`config.mk`:
```
export PLATFORM = sky130hd
export DESIGN_NAME = leaf_out_arbiter
export DESIGN_NICKNAME = d
export VERILOG_FILES = /design/src/rtl/leaf_out_arbiter_pkg.sv /design/src/rtl/leaf_rr_pick.sv /design/src/rtl/leaf_out_arbiter.sv
export SDC_FILE = /design/constraint.sdc
export NUM_CORES = 1
export LEC_CHECK = 0
export CELL_PAD_IN_SITES_DETAIL_PLACEMENT = 1
export CELL_PAD_IN_SITES_GLOBAL_PLACEMENT = 1
export CORE_MARGIN = 3
export CORE_UTILIZATION = 31
export CTS_CLUSTER_SIZE = 16
export DETAILED_ROUTE_END_ITERATION = 8
export GPL_TIMING_DRIVEN = 0
export PLACE_DENSITY_LB_ADDON = 0.1
export SYNTH_ARGS = -nofsm -noshare
export SYNTH_HDL_FRONTEND = slang
export SYNTH_SLANG_ARGS = --single-unit
```
`constraint.sdc`:
```
create_clock -name clk_user -period 2.7 [get_ports clk_user]
set_clock_uncertainty 0.05 [all_clocks]
set_input_delay 0.54 -clock clk_user [delete_from_list [all_inputs] [get_ports clk_user]]
set_output_delay 0.54 -clock clk_user [all_outputs]
set_load 0.01 [all_outputs]
```
`src/rtl/leaf_out_arbiter_pkg.sv`:
```
// Shared types and helpers for the leaf output arbiter.
// Holds the arbiter state enum, default widths and the port-tag helper.
package leaf_out_arbiter_pkg;

    typedef enum logic {
        ST_IDLE  = 1'b0,
        ST_GRANT = 1'b1
    } arb_state_e;

    localparam int unsigned DEF_PAYLOAD_BITS  = 32;
    localparam int unsigned DEF_NUM_PORT_BITS = 4;
    localparam int unsigned BURST_CNT_BITS    = 8;

    // Tag value carried with a beat from stream idx
    function automatic int unsigned port_tag(input int unsigned base, input int unsigned idx);
        return base + idx;
    endfunction

endpackage

```
`src/rtl/leaf_rr_pick.sv`:
```
// Round-robin first-set search: returns the first requesting stream at or
// above i_rr_ptr, wrapping at NUM_PORTS.
module leaf_rr_pick #(
    parameter int unsigned NUM_PORTS = 2,
    parameter int unsigned IDX_BITS  = 1
) (
    input  logic [NUM_PORTS-1:0] i_req,
    input  logic [IDX_BITS-1:0]  i_rr_ptr,
    output logic                 o_found_c,
    output logic [IDX_BITS-1:0]  o_pick_c
);

    int unsigned w_idx;

    always_comb begin
        o_found_c = 1'b0;
        o_pick_c  = i_rr_ptr;
        w_idx     = 0;
        for (int unsigned k = 0; k < NUM_PORTS; k++) begin
            w_idx = (32'(i_rr_ptr) + k) % NUM_PORTS;
            if (!o_found_c && i_req[IDX_BITS'(w_idx)]) begin
                o_found_c = 1'b1;
                o_pick_c  = IDX_BITS'(w_idx);
            end
        end
    end

endmodule

```
`src/rtl/leaf_out_arbiter.sv`:
```
// Round-robin arbiter merging NUM_PORTS user streams into one registered,
// tagged output toward the leaf interface, with bounded bursts per grant.
module leaf_out_arbiter
    import leaf_out_arbiter_pkg::*;
#(
    parameter  int unsigned NUM_PORTS     = 2,
    parameter  int unsigned PAYLOAD_BITS  = DEF_PAYLOAD_BITS,
    parameter  int unsigned NUM_PORT_BITS = DEF_NUM_PORT_BITS,
    parameter  int unsigned PORT_BASE     = 1,
    parameter  int unsigned MAX_BURST     = 8,
    localparam int unsigned IDX_BITS      = (NUM_PORTS > 1) ? $clog2(NUM_PORTS) : 1
) (
    input  logic                                  clk_user,
    input  logic                                  resetn,
    input  logic [NUM_PORTS*PAYLOAD_BITS-1:0]     din_user,
    input  logic [NUM_PORTS-1:0]                  vld_user,
    output logic [NUM_PORTS-1:0]                  ack_user,
    output logic [NUM_PORT_BITS+PAYLOAD_BITS-1:0] dout_arb,
    output logic                                  vld_arb,
    input  logic                                  ack_arb,
    output logic [IDX_BITS-1:0]                   grant_idx,
    output logic                                  busy
);

    localparam int unsigned DOUT_BITS = NUM_PORT_BITS + PAYLOAD_BITS;

    arb_state_e                r_state;
    arb_state_e                w_state_nxt;
    logic [IDX_BITS-1:0]       r_rr_ptr;
    logic [IDX_BITS-1:0]       r_grant_idx;
    logic [BURST_CNT_BITS-1:0] r_burst_cnt;
    logic                      r_vld_arb;
    logic [DOUT_BITS-1:0]      r_dout;

    logic                      w_found;
    logic [IDX_BITS-1:0]       w_pick;
    logic                      w_free;
    logic                      w_req_g;
    logic                      w_beat;
    logic                      w_burst_done;
    logic [PAYLOAD_BITS-1:0]   w_payload;
    logic [NUM_PORT_BITS-1:0]  w_tag;

    leaf_rr_pick #(
        .NUM_PORTS (NUM_PORTS),
        .IDX_BITS  (IDX_BITS)
    ) u_pick (
        .i_req     (vld_user),
        .i_rr_ptr  (r_rr_ptr),
        .o_found_c (w_found),
        .o_pick_c  (w_pick)
    );

    // Output register can take a new beat when empty or draining this cycle
    assign w_free       = !r_vld_arb || ack_arb;
    assign w_req_g      = vld_user[r_grant_idx];
    assign w_beat       = (r_state == ST_GRANT) && w_free && w_req_g;
    assign w_burst_done = w_beat &&
                          ((r_burst_cnt + BURST_CNT_BITS'(1)) == BURST_CNT_BITS'(MAX_BURST));
    assign w_tag        = NUM_PORT_BITS'(port_tag(PORT_BASE, 32'(r_grant_idx)));

    always_comb begin
        w_payload = '0;
        for (int unsigned i = 0; i < NUM_PORTS; i++) begin
            if (r_grant_idx == IDX_BITS'(i)) begin
                w_payload = din_user[i*PAYLOAD_BITS +: PAYLOAD_BITS];
            end
        end
    end

    always_ff @(posedge clk_user or negedge resetn) begin
        if (!resetn) begin
            r_state <= ST_IDLE;
        end else begin
            r_state <= w_state_nxt;
        end
    end

    always_comb begin
        w_state_nxt = r_state;
        case (r_state)
            ST_IDLE: begin
                if (w_found) begin
                    w_state_nxt = ST_GRANT;
                end
            end
            ST_GRANT: begin
                if (w_burst_done || (!w_req_g && w_free)) begin
                    w_state_nxt = ST_IDLE;
                end
            end
            default: w_state_nxt = ST_IDLE;
        endcase
    end

    always_comb begin
        ack_user = '0;
        busy     = (r_state == ST_GRANT);
        if ((r_state == ST_GRANT) && w_free) begin
            ack_user[r_grant_idx] = 1'b1;
        end
    end

    // Grant bookkeeping and the registered output beat
    always_ff @(posedge clk_user or negedge resetn) begin
        if (!resetn) begin
            r_rr_ptr    <= '0;
            r_grant_idx <= '0;
            r_burst_cnt <= '0;
            r_vld_arb   <= 1'b0;
            r_dout      <= '0;
        end else begin
            if ((r_state == ST_IDLE) && w_found) begin
                r_grant_idx <= w_pick;
                r_burst_cnt <= '0;
            end else if (w_beat) begin
                r_burst_cnt <= r_burst_cnt + BURST_CNT_BITS'(1);
            end
            if ((r_state == ST_GRANT) && (w_state_nxt == ST_IDLE)) begin
                r_rr_ptr <= (r_grant_idx == IDX_BITS'(NUM_PORTS - 1)) ?
                            '0 : r_grant_idx + IDX_BITS'(1);
            end
            if (w_free) begin
                r_vld_arb <= w_beat;
                if (w_beat) begin
                    r_dout <= {w_tag, w_payload};
                end
            end
        end
    end

    assign dout_arb  = r_dout;
    assign vld_arb   = r_vld_arb;
    assign grant_idx = r_grant_idx;

endmodule

```
; ---- Yosys cells after proc, flatten, opt, wreduce, memory -nomap -nowiden
; Cells that the tools add are included.
; Widths: inputs -> output; s select.
[word_totals]
ff_bits = 48
in_bits = 69
output_inout_bits = 41
word_cells = 51
[classes]
addsub = 4
n_lt_le_gt_ge = 4
eq_ne = 1
mux = 19
bitwise_logic = 2
n_reduce_logical = 15
[ops]
columns = cell, count
row1 = $mux 32, 1
row2 = $mux 8, 2
row3 = $mux 1, 13
row4 = $add 8x1->8 const B, 1
row5 = $eq 8x4->1 const B, 1
row6 = $logic_and 1x1->1, 8
row7 = $lt 1x2->1 const B, 3
row8 = $logic_not 1->1, 3
row9 = $add 1x1->1 const B, 2
row10 = $add 1x1->2 const A, 1
row11 = $logic_or 1x1->1, 2
row12 = $mux 2, 1
row13 = $not 1->1, 2
row14 = $pmux 1 s2, 1
row15 = $reduce_and 2->1, 1
row16 = $reduce_bool 2->1, 1
row17 = $demux 1 s1, 1
row18 = $ge 1x1->1 const B, 1

; ---- Depth between registers and ports, before layout
[logic_depth]
depth_word = 10
depth_mapped = 7
ltp_nobuf = 5

; ---- Modules after synthesis
; From an unflattened synthesis, not the netlist that was laid out.
[unflattened]
cells_unflattened = 211
area_unflattened_um2 = 2210.9
[by_module_without_submodules]
columns = mod, n_inst, cells_each, area_each_um2, seq_area_each_um2
row1 = leaf_out_arbiter, 1, 207, 2192.1, 1151.1
row2 = leaf_rr_pick, 1, 4, 18.8, 0.0

; ---- Least setup slack after synthesis
; No wires, ideal clock.
[synth_timing]
path_kind = input to output
start = in ack_arb
end = out ack_user[0]
arrival_ns = 1.071
required_time_ns = 2.110
path_slack_ns = 1.039
path_stages = 3
path_buffers = 0
path_cell_list = nand2b_1 nand2_1 nor2_1
[synth_via]
elab_chain_len = 3
[synth_lines]
columns = element, line_no
row1 = from (decl), leaf_out_arbiter.sv:20  ; input logic ack_arb,
row2 = $logic_or 1x1->1, leaf_out_arbiter.sv:55  ; assign w_free = !r_vld_arb || ack_arb;
row3 = $logic_and 1x1->1, leaf_out_arbiter.sv:99  ; if ((r_state == ST_GRANT) && w_free) begin
row4 = $mux 2, leaf_out_arbiter.sv:99
row5 = to (decl), leaf_out_arbiter.sv:17  ; output logic [NUM_PORTS-1:0] ack_user,
; No other way between the ends.

; ---- Worst setup path in the final report
; Ends and elaborated chain as after synthesis.

==> impl_metrics.toml <==
[floorplan]
chipWidth_um = 90.4
row_count = 30
height_of_the_die_um = 90.4
dieArea_um2 = 8170
floorplan.io_pins = 110
core_area_um2 = 6830
initial_util = 0.323

[setup_path]
cp_common_cell = "clkdlybuf4s50_1"
critical_path_peak_fanout = 6
crit_slowest_cell = "clkdlybuf4s50_1"
r2r_cells = 5
crit_path_cell_trace = "clkdlybuf4s50_1, nand2b_2, nand2_1, nor2_1, clkdlybuf4s50_1"
start_kind = "primary input"
critPathArrivalTime_ns = 2.00
crit_type = "in2out"
worst_setup_path_end_kind = "output pin"
timing.critical_path.required_ns = 2.11
timing.critical_path.slowest_cell_delay_ns = 0.54

[place]
detailedPlacementHpwl_um = 4980
io_buffer_count = 106
placed_cells = 425
gpl.final_weighted_congestion = 0.720

[layout]
n_fill_cell = 799
post_layout_nonfiller_instances = 433
final_core_utilization = 0.512
antenna-diode-count = 0
fraction_of_final_layout_cells_with_drive_strength_greater_than_1 = 0.0979
finish.net_count = 406
area_growth_syn_to_fin_pct = 58.4
multi_input_area_um2 = 930
layout.area.seq_um2 = 1150

[detailed_routing]
met2_length_um = 3310
routed_wirelength_um = 6650
post_drt_via_cell_ratio = 4.75
dr.first_iter.drc_count = 82
highest-signal-layer = "met4"
detailroute.wirelength.met3_um = 502
drt_first_pass_iters = 4
detail_route.wl_per_cell_um = 15.4
met1_length_um = 2760
vias = 2055
drc_errors = 0
ant_nets = 0

[worst_hold_path]
timing.hold.worst.class = "in2async"

[synthesis]
netlist_instances = 221
synth.yosys.warnings = 0
synth_flop_cell = "dfrtp_1"
top_area_cell_type_share_of_the_netlist_area = 0.522
synth.ff_latch_count = 46
synth_seq_area_share = 0.522
synthArstFlopShare = 1.00
post_synth_num_cell_types = 43
post_synth_edffs = 0
largest_area_contributor_in_the_netlist = "dfrtp_1"
synthMostInstantiatedCell = "nand2_1"
synth_commonest_cells = "nand2_1, dfrtp_1, a22oi_1"
synth.area.top_cells = "dfrtp_1, nand2_1, a22oi_1"
synthesized_cell_area_um2 = 2210
synth.avg_cell_area_um2 = 9.99

[job]
max_cap_viol_count = 0

[cts]
cts_setup_buffers = 0
clk-insertion-delay-late_ns = 0.30
worst_case_clock_buffer_depth = 2
h-tree-depth = 2
root_buffer = "clkbuf_8"
cts_buffers = 5
clock_sink_count = 46
tritoncts = "built"
clkTransAtPathRegs_ns = 0.09

[power_and_ir_drop]
powerDensity_nw_per_um2 = 962
power_leakage_nw = 1.55
vdd_drop_max_uv = 434

[global_route]
grt_pass1_vias = 2176
grt_use_total = 0.168
grt_remaining_overflow = 0
grt_max_degree = 30
grt_pass1_wl_um = 11000
grt_antenna_before_repair = 0

[sta]
slew_viol_final = 0
hold_slack_ns = 0.136
setup-tns-final_ns = 0
setup_repair_after_global_routing_missed_its_margin = "false"
max_freq_mhz = 386
setup-violations-final = 0
hold_viol_final = 0
relSlewSlack = 0.619
final.min_clock_period_ns = 2.59
post-route-period-util = 0.960
timing_worst_slew_pin_value_ns = 0.565

[outcome]
status = "finished, final reports clean"
## final timing paths
path / from / endpoint / slack (ns)
worst min-delay path: resetn / dout_arb[19] / 0.14
min in group clk_user: dout_arb[17] / dout_arb[17] / 0.45
max in group asynchronous: resetn / dout_arb[7] / 1.95
worst max-delay path: ack_arb / ack_user[0] / 0.11
worst min register to register: dout_arb[17] / dout_arb[17] / 0.45
worst max register to register: vld_arb / dout_arb[27] / 0.92
## cells in the final DEF (no fill, tap or decap), drive strengths merged, types with 3 or more instances in the layout
cell type / count
a22oi: 32
a21oi: 3
nor2: 13
nand3: 3
clkdlybuf4s50: 105
buf: 16
dfrtp: 46
clkbuf: 7
nand2: 72
## critical path, delay by kind of cell
family | cells | cell delay (ns)
buffers and inverters | 2 | 1.01
AND/OR/NAND/NOR | 3 | 0.45
## layout make-up
cell class,count,share of cell area
plain buffers,15,0.0351
clock buffers,6,0.0208
clock inverters,2,0.00394
inverters,2,0.00286
multi-input cells,159,0.266
flip-flops and latches,46,0.329
well taps,96,0.0344
repair buffers,107,0.308
## power by group
| part | switching [W] | leakage, nW | internal, W |
|---|---|---|---|
| Combinational | 0.000836 | 0.929 | 0.000949 |
| Clock | 0.000237 | 0.0452 | 0.000183 |
| Sequential | 0.000172 | 0.574 | 0.000985 |
## per-layer routing
layer	vias up	global-route usage
li1	995	-
met1	987	0.198
met2	67	0.291
met3	6	0.0600
met4	0	0.0383
met5	-	0
## registers in the layout (all words and copies together), names as in the netlist
name / cells
busy: 1
r_burst_cnt: 8
r_rr_ptr: 1
dout_arb: 34
vld_arb: 1
grant_idx: 1
## cells by family after synthesis
family | share of synthesized area
buf+inv | 0.0601
mux | 0.0164
simple gates | 0.206
compound gates | 0.176
xor+xnor | 0.0119
flops | 0.522
fa+ha+maj | 0.00567
other cells | 0.00170
## metrics by stage
stage	setup WS [ns]	power, W	cell area, µm²
2_1_floorplan	1.04	0.00206	2210
3_3_place_gp	-0.437	0.00294	3390
3_5_place_dp	-0.0399	0.00298	3410
4_1_cts	0.0897	0.00343	3500
5_1_grt	0.0285	0.00364	3500
6_report	0.107	0.00336	3500
## timing repair
action,4_1_cts,5_1_grt
setup endpoints to repair,1,0
hold buffers,0,0
gates resized for setup,1,0
Note: power is estimated with default switching activity, not from simulation.
